--- src/rtl/pipelined_barrel_shifter_if.sv ---
// Valid/ready stream bundle for the pipelined barrel shifter: operand beat in, result beat out.
// The master side produces operands and consumes results; the slave side is the shifter.
interface pipelined_barrel_shifter_if #(
  parameter int unsigned WIDTH   = 8,
  parameter int unsigned SHAMT_W = $clog2(WIDTH)
);
  logic               in_valid;
  logic               in_ready;
  logic [WIDTH-1:0]   in_data;
  logic [SHAMT_W-1:0] in_shamt;
  logic [1:0]         in_mode;
  logic               out_valid;
  logic               out_ready;
  logic [WIDTH-1:0]   out_data;
  logic               out_carry;
  logic               out_zero;

  modport master (
    output in_valid, in_data, in_shamt, in_mode, out_ready,
    input  in_ready, out_valid, out_data, out_carry, out_zero
  );

  modport slave (
    input  in_valid, in_data, in_shamt, in_mode, out_ready,
    output in_ready, out_valid, out_data, out_carry, out_zero
  );
endinterface

--- src/rtl/pipelined_barrel_shifter.sv ---
// Pipelined barrel shifter/rotator: one register stage per shift-amount bit, all stages advance
// together under a single enable, with carry-out and zero flags on the result.
module pipelined_barrel_shifter #(
  parameter int unsigned WIDTH   = 8,
  parameter int unsigned SHAMT_W = $clog2(WIDTH)
) (
  input logic                       clk,
  input logic                       rst,
  pipelined_barrel_shifter_if.slave bus
);

  typedef enum logic [1:0] {
    ModeLsl = 2'b00,
    ModeLsr = 2'b01,
    ModeAsr = 2'b10,
    ModeRor = 2'b11
  } mode_e;

  localparam int unsigned Last = SHAMT_W - 1;

  logic adv;

  // Stage inputs: stage 0 takes the bus, stage k takes the registers of stage k-1.
  logic [WIDTH-1:0]   st_data  [SHAMT_W];
  logic [SHAMT_W-1:0] st_shamt [SHAMT_W];
  mode_e              st_mode  [SHAMT_W];
  logic               st_carry [SHAMT_W];
  logic               st_valid [SHAMT_W];

  logic [WIDTH-1:0]   data_d   [SHAMT_W];
  logic               carry_d  [SHAMT_W];
  logic [WIDTH-1:0]   spill;

  logic [WIDTH-1:0]   data_q   [SHAMT_W];
  logic               carry_q  [SHAMT_W];
  logic               valid_q  [SHAMT_W];
  logic [SHAMT_W-1:0] shamt_q  [SHAMT_W-1];
  mode_e              mode_q   [SHAMT_W-1];
  logic               zero_q;

  assign adv = !valid_q[Last] || bus.out_ready;

  always_comb begin
    st_data[0]  = bus.in_data;
    st_shamt[0] = bus.in_shamt;
    st_mode[0]  = mode_e'(bus.in_mode);
    st_carry[0] = 1'b0;
    st_valid[0] = bus.in_valid;
    for (int k = 1; k < SHAMT_W; k++) begin
      st_data[k]  = data_q[k-1];
      st_shamt[k] = shamt_q[k-1];
      st_mode[k]  = mode_q[k-1];
      st_carry[k] = carry_q[k-1];
      st_valid[k] = valid_q[k-1];
    end
  end

  // Stage k shifts by 2^k; carry is the last bit pushed out, which for ROR is the new MSB.
  always_comb begin
    spill = '0;
    for (int k = 0; k < SHAMT_W; k++) begin
      data_d[k]  = st_data[k];
      carry_d[k] = st_carry[k];
      if (st_shamt[k][k]) begin
        unique case (st_mode[k])
          ModeLsl: begin
            data_d[k]  = st_data[k] << (1 << k);
            spill      = st_data[k] >> (WIDTH - (1 << k));
            carry_d[k] = spill[0];
          end
          ModeLsr: begin
            data_d[k]  = st_data[k] >> (1 << k);
            spill      = st_data[k] >> ((1 << k) - 1);
            carry_d[k] = spill[0];
          end
          ModeAsr: begin
            data_d[k]  = $unsigned($signed(st_data[k]) >>> (1 << k));
            spill      = st_data[k] >> ((1 << k) - 1);
            carry_d[k] = spill[0];
          end
          ModeRor: begin
            data_d[k]  = (st_data[k] >> (1 << k)) | (st_data[k] << (WIDTH - (1 << k)));
            spill      = st_data[k] >> ((1 << k) - 1);
            carry_d[k] = spill[0];
          end
          default: begin
            data_d[k]  = st_data[k];
            carry_d[k] = st_carry[k];
          end
        endcase
      end
    end
  end

  // Bubbles carry zero data so idle outputs read 0 and never leak stale operands.
  always_ff @(posedge clk) begin
    if (rst) begin
      for (int k = 0; k < SHAMT_W; k++) begin
        data_q[k]  <= '0;
        carry_q[k] <= 1'b0;
        valid_q[k] <= 1'b0;
      end
      for (int k = 0; k < SHAMT_W - 1; k++) begin
        shamt_q[k] <= '0;
        mode_q[k]  <= ModeLsl;
      end
      zero_q <= 1'b0;
    end else if (adv) begin
      for (int k = 0; k < SHAMT_W; k++) begin
        data_q[k]  <= st_valid[k] ? data_d[k] : '0;
        carry_q[k] <= st_valid[k] && carry_d[k];
        valid_q[k] <= st_valid[k];
      end
      for (int k = 0; k < SHAMT_W - 1; k++) begin
        shamt_q[k] <= st_shamt[k];
        mode_q[k]  <= st_mode[k];
      end
      zero_q <= st_valid[Last] && (data_d[Last] == '0);
    end
  end

  assign bus.in_ready  = adv;
  assign bus.out_valid = valid_q[Last];
  assign bus.out_data  = data_q[Last];
  assign bus.out_carry = carry_q[Last];
  assign bus.out_zero  = zero_q;

endmodule

--- src/flat_wrapper.sv ---
// flat-port wrapper written by rule: the top's interface ports become plain ports
module pipelined_barrel_shifter_flat 
#(
  parameter int unsigned WIDTH   = 8,
  parameter int unsigned SHAMT_W = $clog2(WIDTH)
)
  (clk, rst, bus_in_valid, bus_in_data, bus_in_shamt, bus_in_mode, bus_out_ready, bus_in_ready, bus_out_valid, bus_out_data, bus_out_carry, bus_out_zero);
  pipelined_barrel_shifter_if #(.WIDTH(WIDTH), .SHAMT_W(SHAMT_W)) bus_i ();
  input logic clk;
  input logic rst;
  input wire logic [$bits(bus_i.in_valid)-1:0] bus_in_valid;
  input wire logic [$bits(bus_i.in_data)-1:0] bus_in_data;
  input wire logic [$bits(bus_i.in_shamt)-1:0] bus_in_shamt;
  input wire logic [$bits(bus_i.in_mode)-1:0] bus_in_mode;
  input wire logic [$bits(bus_i.out_ready)-1:0] bus_out_ready;
  output wire logic [$bits(bus_i.in_ready)-1:0] bus_in_ready;
  output wire logic [$bits(bus_i.out_valid)-1:0] bus_out_valid;
  output wire logic [$bits(bus_i.out_data)-1:0] bus_out_data;
  output wire logic [$bits(bus_i.out_carry)-1:0] bus_out_carry;
  output wire logic [$bits(bus_i.out_zero)-1:0] bus_out_zero;
  assign bus_i.in_valid = bus_in_valid;
  assign bus_i.in_data = bus_in_data;
  assign bus_i.in_shamt = bus_in_shamt;
  assign bus_i.in_mode = bus_in_mode;
  assign bus_i.out_ready = bus_out_ready;
  assign bus_in_ready = bus_i.in_ready;
  assign bus_out_valid = bus_i.out_valid;
  assign bus_out_data = bus_i.out_data;
  assign bus_out_carry = bus_i.out_carry;
  assign bus_out_zero = bus_i.out_zero;
  pipelined_barrel_shifter #(.WIDTH(WIDTH), .SHAMT_W(SHAMT_W)) u_core (.clk(clk), .rst(rst), .bus(bus_i));
endmodule
--- config.mk ---
export PLATFORM = sky130hd
export DESIGN_NAME = pipelined_barrel_shifter_flat
export DESIGN_NICKNAME = d
export VERILOG_FILES = /design/src/rtl/pipelined_barrel_shifter_if.sv /design/src/rtl/pipelined_barrel_shifter.sv /design/src/flat_wrapper.sv
export SDC_FILE = /design/constraint.sdc
export NUM_CORES = 1
export LEC_CHECK = 0
export CAP_MARGIN = 40
export CORE_AREA = 2 2 51 100
export CTS_CLUSTER_SIZE = 12
export DETAILED_ROUTE_END_ITERATION = 10
export DIE_AREA = 0 0 53 102
export PLACE_DENSITY = 0.65
export SYNTH_ARGS = -nofsm -noshare
export SYNTH_HDL_FRONTEND = slang
export SYNTH_SLANG_ARGS = --single-unit
--- constraint.sdc ---
create_clock -name clk -period 1.7 [get_ports clk]
set_input_delay 0.255 -clock clk [delete_from_list [all_inputs] [get_ports clk]]
set_output_delay 0.255 -clock clk [all_outputs]
set_load 0.03 [all_outputs]
[After elaboration in Yosys (flattened, before gate mapping)]
Memory sizes are Yosys's and may differ from the RTL's.
Cells that the tools add are included.
Storage, ports and cells
  word-level logic and storage cells: 77
  memories kept: 5
  bits in writable memories: 40
  input port bits: 17
  register bits: 1
Memories
  u_core.data_q: words 3, width 8, read ports 3, clocked after Yosys merged registers in 0, wr ports 3, RTL line pipelined_barrel_shifter.sv:34  | logic [WIDTH-1:0] data_q [SHAMT_W];
  u_core.shamt_q: words 2, width 3, read ports 2, clocked after Yosys merged registers in 0, wr ports 2, RTL line pipelined_barrel_shifter.sv:37  | logic [SHAMT_W-1:0] shamt_q [SHAMT_W-1];
  u_core.mode_q: words 2, width 2, read ports 2, clocked after Yosys merged registers in 0, wr ports 2, RTL line pipelined_barrel_shifter.sv:38  | mode_e mode_q [SHAMT_W-1];
  u_core.carry_q: words 3, width 1, read ports 3, clocked after Yosys merged registers in 0, wr ports 3, RTL line pipelined_barrel_shifter.sv:35  | logic carry_q [SHAMT_W];
  u_core.valid_q: words 3, width 1, read ports 3, clocked after Yosys merged registers in 0, wr ports 3, RTL line pipelined_barrel_shifter.sv:36  | logic valid_q [SHAMT_W];
Operators by class
  eq/ne operators: 9
  reduce and logical (&&, ||, !) cells: 13
  bitwise logic cells: 16
  multiplexer cells: 33
Operator list (count)
  8-bit one-hot mux with 4 select lines: 3
  8-bit 2-to-1 mux: 9
  1-bit 2-to-1 mux: 14
  1-bit OR: 13
  2-bit == test (second input constant): 6
  3-bit OR reduction: 3
  8-bit zero test: 1
  4-bit by 8-bit OR with 8-bit output: 1
  6-bit by 8-bit OR with 8-bit output: 1
  7-bit by 8-bit OR with 8-bit output: 1
  2-bit by 1-bit == test with 1-bit output (second input constant): 3
  2-bit zero test: 3
  3-bit 2-to-1 mux: 2
  1-bit one-hot mux with 2 select lines: 3
  1-bit logical AND: 4
  2-bit 2-to-1 mux: 2
  1-bit zero test: 1
  1-bit logical OR: 1

[Logic depth before layout (Yosys ltp)]
An unclocked memory read counts as a cell.
  depth after elaboration: 7
  depth in mapped cells: 6
  depth with buffers taken out: 4

[Worst setup path after synthesis]
No wires, ideal clock.
  path kind: register to register
  start: memory u_core.valid_q[2][0], in the netlist u_core.valid_q[0][2]
  end: memory u_core.carry_q[0][0] (enable)
  setup time: 0.400 ns
  path buffers: 0
  cell stages (with the launch flop): 3
  setup slack: -0.308 ns
  clock period less this slack: 2.008 ns
  arrival: 1.608 ns
  data required time: 1.300 ns
  cells stage by stage: edfxtp_1 > nor2b_1 > nand2b_1
RTL lines (RTL line)
  start, declared: pipelined_barrel_shifter.sv:36
  end, declared: pipelined_barrel_shifter.sv:35

==> flow_summary.yaml <==
finish:
  areaGrowthSynthToFinish_pct: 25.2
  fin_area_um2: 2530
  fin_cells: 285
  antennaDiodeCount: 0
  n_fill_cell: 420
  layout.nets: 246
  drive_above_1_share: 0.143
placement:
  placed_cells: 277
  gp_congestion: 0.816
  place_area_um2: 2430
  port_buffers: 28
  dp_hpwl_mm: 3.21
cts:
  post_cts_buffers: 0
  clock-root-buffer: "clkbuf_8"
  hold_buffers: 0
  h-tree-depth: 2
  cts_sinks: 38
  cts_tree: "built"
  clk_path_buf_depth: 2
  cts_buffers: 5
  clkSlewWorstSetupHoldPaths_ns: 0.08
  worstSkewPairLatency_ns: 0.29
  postCtsResizedCells: 1
drt:
  drtPass1Iterations: 5
  drtAntennaViolNets: 0
  drcViolationCount: 0
  detail_route.wirelength_mm: 4.17
  num_vias: 1625
  routed_via_density: 5.70
  drt-initial-drc-count: 55
  wl_per_cell_um: 14.6
synthesis:
  synth_warnings: 0
  ys_ff_latch: 38
  yosysMostFrequentCell: "edfxtp_1"
  syn-num-nets: 212
  synth_top_area_share: 0.549
  ys_seq_area_frac: 0.559
  synthTopCellsByCount: "37 x edfxtp_1, 20 x nand2_1, 18 x nor2_1, 14 x o21ai_0, 11 x a311oi_1"
  ys.flop_type: "edfxtp_1"
  async_flop_share: 0
  synth-edff-count: 37
  syn_inst: 195
  synthTopCellsByArea: "edfxtp_1 55%, a311oi_1 4.8%, nand2_1 3.7%"
  synth_top_area_cell: "edfxtp_1"
  avgSynthCellArea_um2: 10.4
  synth_area_um2: 2020
  synth_cell_type_count: 37
global_route:
  grt_max_degree: 38
  grt_pass1_vias: 1596
  antenna_found_initial: 0
  grt_usage: 0.177
  grt_pass1_wl_mm: 6.94
  grt-ovfl-total: 0
critical_path:
  rrSetupSlack_ns: 0.12
  critical_path.top_delay_family: "compound AO/OA/AOI/OAI gates"
  cp.required_ns: 1.91
  cp.arrival_ns: 1.79
  start_kind: "register"
  cp_cell_sequence: "and2b_1 > a22o_1 > a211o_1 > o31ai_2"
  startpoint: "u_core.mode_q[0][3]"
  crit_path_top_delay_cell: "edfxtp_1"
  worstSetupEndpointType: "register"
  worstSetupPathType: "register to register"
  critPathMaxStageDelay_ns: 0.52
  cp_max_fo: 7
  path_buf_inv: 0
  r2r-start: "u_core.mode_q[0][3]"
power:
  p_leak_nw: 0.952
  ir_drop_uv: 519
  power.density_nw_per_um2: 841
min_path:
  min_path_type: "register to register"
  hp-start: "u_core.bus.out_zero"
timing:
  tns_ns: 0
  setup_viol: 0
  final_min_period_over_clock_period: 0.928
  clock_skew_ns: 0.00743
  max_freq_mhz: 634
  tightestPinTransition_ns: 0.471
  slew_headroom: 0.685
  rsz0062_at_grt: "no"
  finalMaxSlewViolations: 0
  hold_viol: 0
  finalCriticalPeriod_ns: 1.58
die:
  initial_utilization: 0.440
  core_region_area_um2: 4600
  rows: 35
  die_w_um: 53
  die_area_um2: 5410
  boundaryPins: 29
  die_h_um: 102
run:
  drv_cap: 0
outcome:
  status: "completed"
==> flip-flops by register name, indices dropped and copies added, names as in the netlist <==
register             cells
u_core.carry_q           3
u_core.valid_q           3
u_core.mode_q            4
u_core.shamt_q           3
u_core.data_q           24
u_core.bus.out_zero      1
==> worst paths after layout <==
| path | end | cells after the start |
|---|---|---|
| worst max-delay path | u_core.bus.out_zero | 4 |
| worst min-delay path | u_core.bus.out_zero | 2 |
| worst max register to register | u_core.bus.out_zero | 4 |
| worst min register to register | u_core.bus.out_zero | 2 |
==> metrics by stage <==
stage / utilization / hold slack [ns] / total power, W / setup slack, ns
3_3_place_gp: 0.528 / 0.500 / 0.00139 / -0.0379
4_1_cts: 0.551 / 0.528 / 0.00216 / 0.123
2_1_floorplan: - / 0.453 / 0.00127 / 0.0705
6_report: 0.551 / 0.522 / 0.00213 / 0.123
3_5_place_dp: 0.528 / 0.515 / 0.00140 / -0.0660
5_1_grt: 0.551 / 0.545 / 0.00223 / 0.0444
==> layout make-up <==
cell class              count  area [um2]  share of cell area
inverters                   7        26.3              0.0104
well taps                  55        68.8              0.0271
clock buffers               5        68.8              0.0271
repair buffers             48         442               0.174
flip-flops and latches     38        1130               0.446
clock inverters             3        40.0              0.0158
multi-input cells         129         758               0.299
==> where the power goes <==
part,switching [W],leakage (nW),internal [W]
Combinational,0.000135,0.442,0.000132
Clock,0.000324,0.0579,0.000432
Sequential,0.0000407,0.452,0.00107
Total,0.000500,0.952,0.00163
==> metal layers <==
metal | vias up | GRT usage | part of all wire
met5 | - | 0 | 0
met4 | 0 | 0.120 | 0.038
met3 | 15 | 0.0365 | 0.036
met2 | 48 | 0.351 | 0.62
met1 | 781 | 0.140 | 0.31
li1 | 781 | - | -
==> worst register-to-register path: stages (launching register included) <==
cell	delay [ns]
edfxtp_1	0.52
and2b_1	0.23
a22o_1	0.25
a211o_1	0.30
o31ai_2	0.21
==> cells by family (layout without fill, tap and decap cells) <==
kind of cell / count (synthesis) / in the layout / synth area share
buffers and inverters: 28 / 63 / 0.0680
AOI/OAI and AO/OA: 50 / 50 / 0.167
muxes: 4 / 4 / 0.0198
xor gates and xnor gates: 1 / 1 / 0.00433
and+or+nand+nor: 74 / 74 / 0.182
DFF: 38 / 38 / 0.559
==> placed cells by master (no fill, tap or decap), types with 2 or more instances in the layout <==
cell,instances
clkinv_2,2
buf_4,19
nand2_1,20
nor2_1,18
o21ai_0,14
nand4_1,4
nand2b_2,2
and3_1,2
a211oi_1,2
a31oi_1,2
and2_1,7
a311oi_1,11
o211ai_1,4
a21oi_1,10
inv_1,7
nand3_1,6
clkdlybuf4s50_1,27
mux2i_1,4
nand2b_1,5
clkbuf_8,5
edfxtp_1,37
nor2b_1,4
Power figures use the tool's default switching activity.
==> RTL change 1 (same settings) <==
`WIDTH` is set to 8 in 3 places; all go to 4.
--- a/src/rtl/pipelined_barrel_shifter_if.sv
+++ b/src/rtl/pipelined_barrel_shifter_if.sv
@@ -1,7 +1,7 @@
 // Valid/ready stream bundle for the pipelined barrel shifter: operand beat in, result beat out.
 // The master side produces operands and consumes results; the slave side is the shifter.
 interface pipelined_barrel_shifter_if #(
-  parameter int unsigned WIDTH   = 8,
+  parameter int unsigned WIDTH   = 4,
   parameter int unsigned SHAMT_W = $clog2(WIDTH)
 );
   logic               in_valid;
--- a/src/rtl/pipelined_barrel_shifter.sv
+++ b/src/rtl/pipelined_barrel_shifter.sv
@@ -1,7 +1,7 @@
 // Pipelined barrel shifter/rotator: one register stage per shift-amount bit, all stages advance
 // together under a single enable, with carry-out and zero flags on the result.
 module pipelined_barrel_shifter #(
-  parameter int unsigned WIDTH   = 8,
+  parameter int unsigned WIDTH   = 4,
   parameter int unsigned SHAMT_W = $clog2(WIDTH)
 ) (
   input logic                       clk,
--- a/src/flat_wrapper.sv
+++ b/src/flat_wrapper.sv
@@ -1,7 +1,7 @@
 // flat-port wrapper written by rule: the top's interface ports become plain ports
 module pipelined_barrel_shifter_flat 
 #(
-  parameter int unsigned WIDTH   = 8,
+  parameter int unsigned WIDTH   = 4,
   parameter int unsigned SHAMT_W = $clog2(WIDTH)
 )
   (clk, rst, bus_in_valid, bus_in_data, bus_in_shamt, bus_in_mode, bus_out_ready, bus_in_ready, bus_out_valid, bus_out_data, bus_out_carry, bus_out_zero);
Interface: changed (resized bus_in_data, bus_in_shamt and bus_out_data); port bits go from 29 to 20. The function was not compared with the original's and may differ.
==> RTL change 1 against the original RTL <==
  * Critical path depth rose by 1
  * Synthesized cell count decreased by 61%
  * Core utilization fell by 31 points
  * Routed wire length shrank 58%
  * Setup slack improved by 0.056 ns
  * Clock skew down 0.0031 ns
  * Count of clock-buffer cells in the layout decreased by 1
  * Clock power down 63%
  * Via count decreased by 60%
  * Design area is 56% lower
  * Power decreased by 58%
  * Area after synthesis is 59% lower
  * Sequential cell count shrank 22
  * Largest cell class unchanged
==> RTL change 1: results (changes against the original RTL) <==
* Pin count of the biggest net entering global routing at 16 (was 38)
* Pre-CTS setup slack at -0.0733 ns (was -0.0660 ns)
* Worst slack on hold paths at 0.667 ns (was 0.522 ns)
* Total met3 wirelength after detailed routing at 105 um (was 151 um)
* Met1 usage in global routing at 6.25% (was 14.0%)
* Wire length on met1 at 571 um (was 1280 um)
* Register area share after synthesis at 56.3% (was 55.9%)
* Share of final-layout standard cells stronger than drive strength 1 at 10.4% (was 14.3%)
* Arrival time of the worst setup path at 1.58 ns (was 1.79 ns)
* Maximum level of the CTS H-tree at 1 (was 2)
* Number of distinct library cells after synthesis at 27 (was 37)
* Total of buffers placed on input and output ports at 19 (was 28)
* CTS clk-pin slew, worst paths at 0.06 ns (was 0.08 ns)
* Critical path fanouts, max at 6 (was 7)
* Most frequent cells after synthesis: edfxtp_1 (15), nor2_1 (8), nand2_1 (5) (was edfxtp_1 (37), nand2_1 (20), nor2_1 (18), o21ai_0 (14), a311oi_1 (11))
* Relative contribution of sequential cells to total power at 52.7% (was 52.0%)
* Placed instance area at 0.00108 mm^2 (was 0.00243 mm^2)
* Net Sw Power at 0.207 mW (was 0.500 mW)
* Run status: completed (unchanged)
* Routed wire length on met2 at 1040 um (was 2590 um)
* Number of standard cells after synthesis at 76 (was 195)
* Non-filler instance count after layout at 151 (was 285)
* Number of gates resized after cts at 0 (was 1)
* Weighted congestion at the end of routability-driven global placement at 0.843 (was 0.816)
* Fraction of power spent switching nets at 23.0% (was 23.5%)
* Met2 global-route usage at 14.3% (was 35.1%)
* Global-route wire length before repair at 2920 um (was 6940 um)
* VDD IR max at 0.000360 V (was 0.000519 V)
* Mapped Nets at 88 (was 212)
* Sum of net half-perimeters after detailed placement at 1330 um (was 3210 um)
-- RTL change 1: cell types whose count changed after synthesis, moves of 4 or more --
cell      unedited run  this run
and2_1               7         3
clkbuf_1             9         1
a311oi_1            11         2
nor2_1              18         8
nand3_1              6         1
o21ai_0             14         3
nand2_1             20         5
a21oi_1             10         4
inv_1                7         3
buf_4                8         4
edfxtp_1            37        15
nand4_1              4         0
-- RTL change 1: worst max-delay path, delay by kind of cell --
family                 cells  cell delay, ns
buffers and inverters      1            0.45
and+or+nand+nor            3            0.62
AOI/OAI and AO/OA          1            0.26
-- RTL change 1: logic make-up after synthesis --
family                    share of synthesized area, %
muxes                                             2.40
buffers and inverters                             5.99
and+or+nand+nor                                   18.9
DFF                                               56.3
AOI/OAI and AO/OA                                 15.4
xor gates and xnor gates                          1.05
-- RTL change 1: area by class of cell --
cell class / instances / area [um^2]
clock buffer: 4 / 45.0
tap: 55 / 68.8
sequential: 16 / 470
multi-input combinational: 51 / 315
inverter: 3 / 11.3
timing repair buffer: 22 / 210
fill: 492 / 3480
==> RTL change 2 (same settings) <==
Without the edit above. Reset style: asynchronous (`rst`), changed in one clocked block.
--- a/src/rtl/pipelined_barrel_shifter.sv
+++ b/src/rtl/pipelined_barrel_shifter.sv
@@ -93,7 +93,7 @@
   end
 
   // Bubbles carry zero data so idle outputs read 0 and never leak stale operands.
-  always_ff @(posedge clk) begin
+  always_ff @(posedge clk or posedge rst) begin
     if (rst) begin
       for (int k = 0; k < SHAMT_W; k++) begin
         data_q[k]  <= '0;
Formal check against the unedited RTL: differs if rst is asserted again (counterexample within 4 cycles, from zero or initial values and one cycle with rst high); with rst held inactive, the same outputs for 10 cycles.
==> RTL change 2 against the original RTL <==
  * Area after synthesis rose by 1.2%
  * Sequential cell count unchanged
  * Setup slack better by 0.012 ns
  * First-iteration DRC count fell by 33%
  * Routed wire length rose by 4.2%
  * Design area decreased by 3.6%
  * Critical endpoint is now bus_out_carry
  * Highest routed layer unchanged
Power is not compared: it rests on default switching activity, and its combinational part moved more than twofold at a synthesized area within 25%.
==> RTL change 2: results (changes against the original RTL) <==
* Weighted congestion at the end of routability-driven global placement at 0.806 (was 0.816)
* Worst-Margin Slew at 0.531 ns (was 0.471 ns)
* Xor-xnor portion of the synthesized cell area at 0.427% (was 0.433%)
* Share of the synthesized area in compound gates (AO/OA/AOI/OAI) at 21.2% (was 16.7%)
* Area contributors post-synth: dfrtp_1 (46%), a22o_1 (6.8%), mux2i_1 (6.8%) (was edfxtp_1 (55%), a311oi_1 (4.8%), nand2_1 (3.7%))
* Top_reg_cell synth: dfrtp_1 (was edfxtp_1)
* Global-route wire length before repair at 7420 um (was 6940 um)
* Total global routing track utilization at 19.3% (was 17.7%)
* TritonRoute pass-1 iters at 4 (was 5)
* Run status: completed (unchanged)
* Non-filler instance count after layout at 300 (was 285)
* Multiplexer share of the synthesized area at 6.84% (was 1.98%)
* Total placed cells including tap cells at 293 (was 277)
* Register area share after synthesis at 46.4% (was 55.9%)
* Critical path fanouts, max at 2 (was 7)
* Pin count of the biggest net entering global routing at 39 (was 38)
* Worst R2R Setup Slack at 0.17 ns (was 0.12 ns)
* Flip-flop count of the largest register after layout at 16 (was 24)
* Fraction of registers with async set or reset after synthesis at 100% (was 0%)
* Clk_skew at 0.00167 ns (was 0.00743 ns)
* Number of distinct library cells after synthesis at 36 (was 37)
* Nets at 262 (was 246)
* Delay contributed by the slowest stage of the critical path at 0.67 ns (was 0.52 ns)
* Worst slack on hold paths at 0.376 ns (was 0.522 ns)
* Most frequent cells after synthesis: dfrtp_1 (38), nand2_1 (35), a22o_1 (16), o21ai_0 (15) (was edfxtp_1 (37), nand2_1 (20), nor2_1 (18), o21ai_0 (14), a311oi_1 (11))
## RTL change 2: power groups by stage
stage                     Clock [mW]  Sequential (mW)  Combinational, mW
after global placement             0             1.36               1.22
after floorplan                    0             1.32              0.922
after global routing           0.629             1.39               1.36
final                          0.579             1.35               1.23
after detailed placement           0             1.37               1.23
after CTS                      0.598             1.35               1.24
## RTL change 2: area by class of cell
class                      count  share of cell area (%)
sequential                    38                    38.9
multi-input combinational    152                    38.4
timing repair buffer          39                    15.4
clock buffer                   7                    3.12
tap                           55                    2.81
inverter                       9                    1.38
## RTL change 2: stage by stage
step	worst slack, ns	cell area (um^2)	power (mW)
final	0.135	2440	3.15
after detailed placement	0.0414	2360	2.60
after global placement	0.0441	2360	2.57
after floorplan	0.168	2050	2.24
after CTS	0.0447	2440	3.18
after global routing	0.0727	2440	3.38
## RTL change 2: worst max-delay path by stage
stage	start	end	slack, ns	cells past startpoint
final	u_core.bus.out_carry	bus_out_carry	0.14	1
after global routing	bus_out_ready	bus_in_ready	0.07	5
after CTS	u_core.bus.out_valid	bus_in_ready	0.04	4
after detailed placement	bus_out_ready	u_core.data_q[18]	0.04	5
after global placement	bus_out_ready	u_core.data_q[19]	0.04	5
after floorplan	u_core.bus.out_valid	u_core.data_q[14]	0.17	4
## RTL change 2: kinds of logic (layout without fill, tap and decap cells)
kind of cell	count (synthesis)	count (layout)
xor gates and xnor gates	1	1
muxes	14	14
buffers and inverters	31	55
DFF	38	38
AOI/OAI and AO/OA	63	63
and+or+nand+nor	74	74
## RTL change 2: per-layer routing
metal | vias to the layer above | wire length (um) | GRT usage, % | share of wire, %
met4 | 0 | 202 | 12.4 | 4.6
met5 | - | 0 | 0 | 0
met2 | 40 | 2570 | 37.2 | 59
met1 | 753 | 1470 | 17.3 | 34
li1 | 817 | - | - | -
met3 | 17 | 101 | 2.78 | 2.3
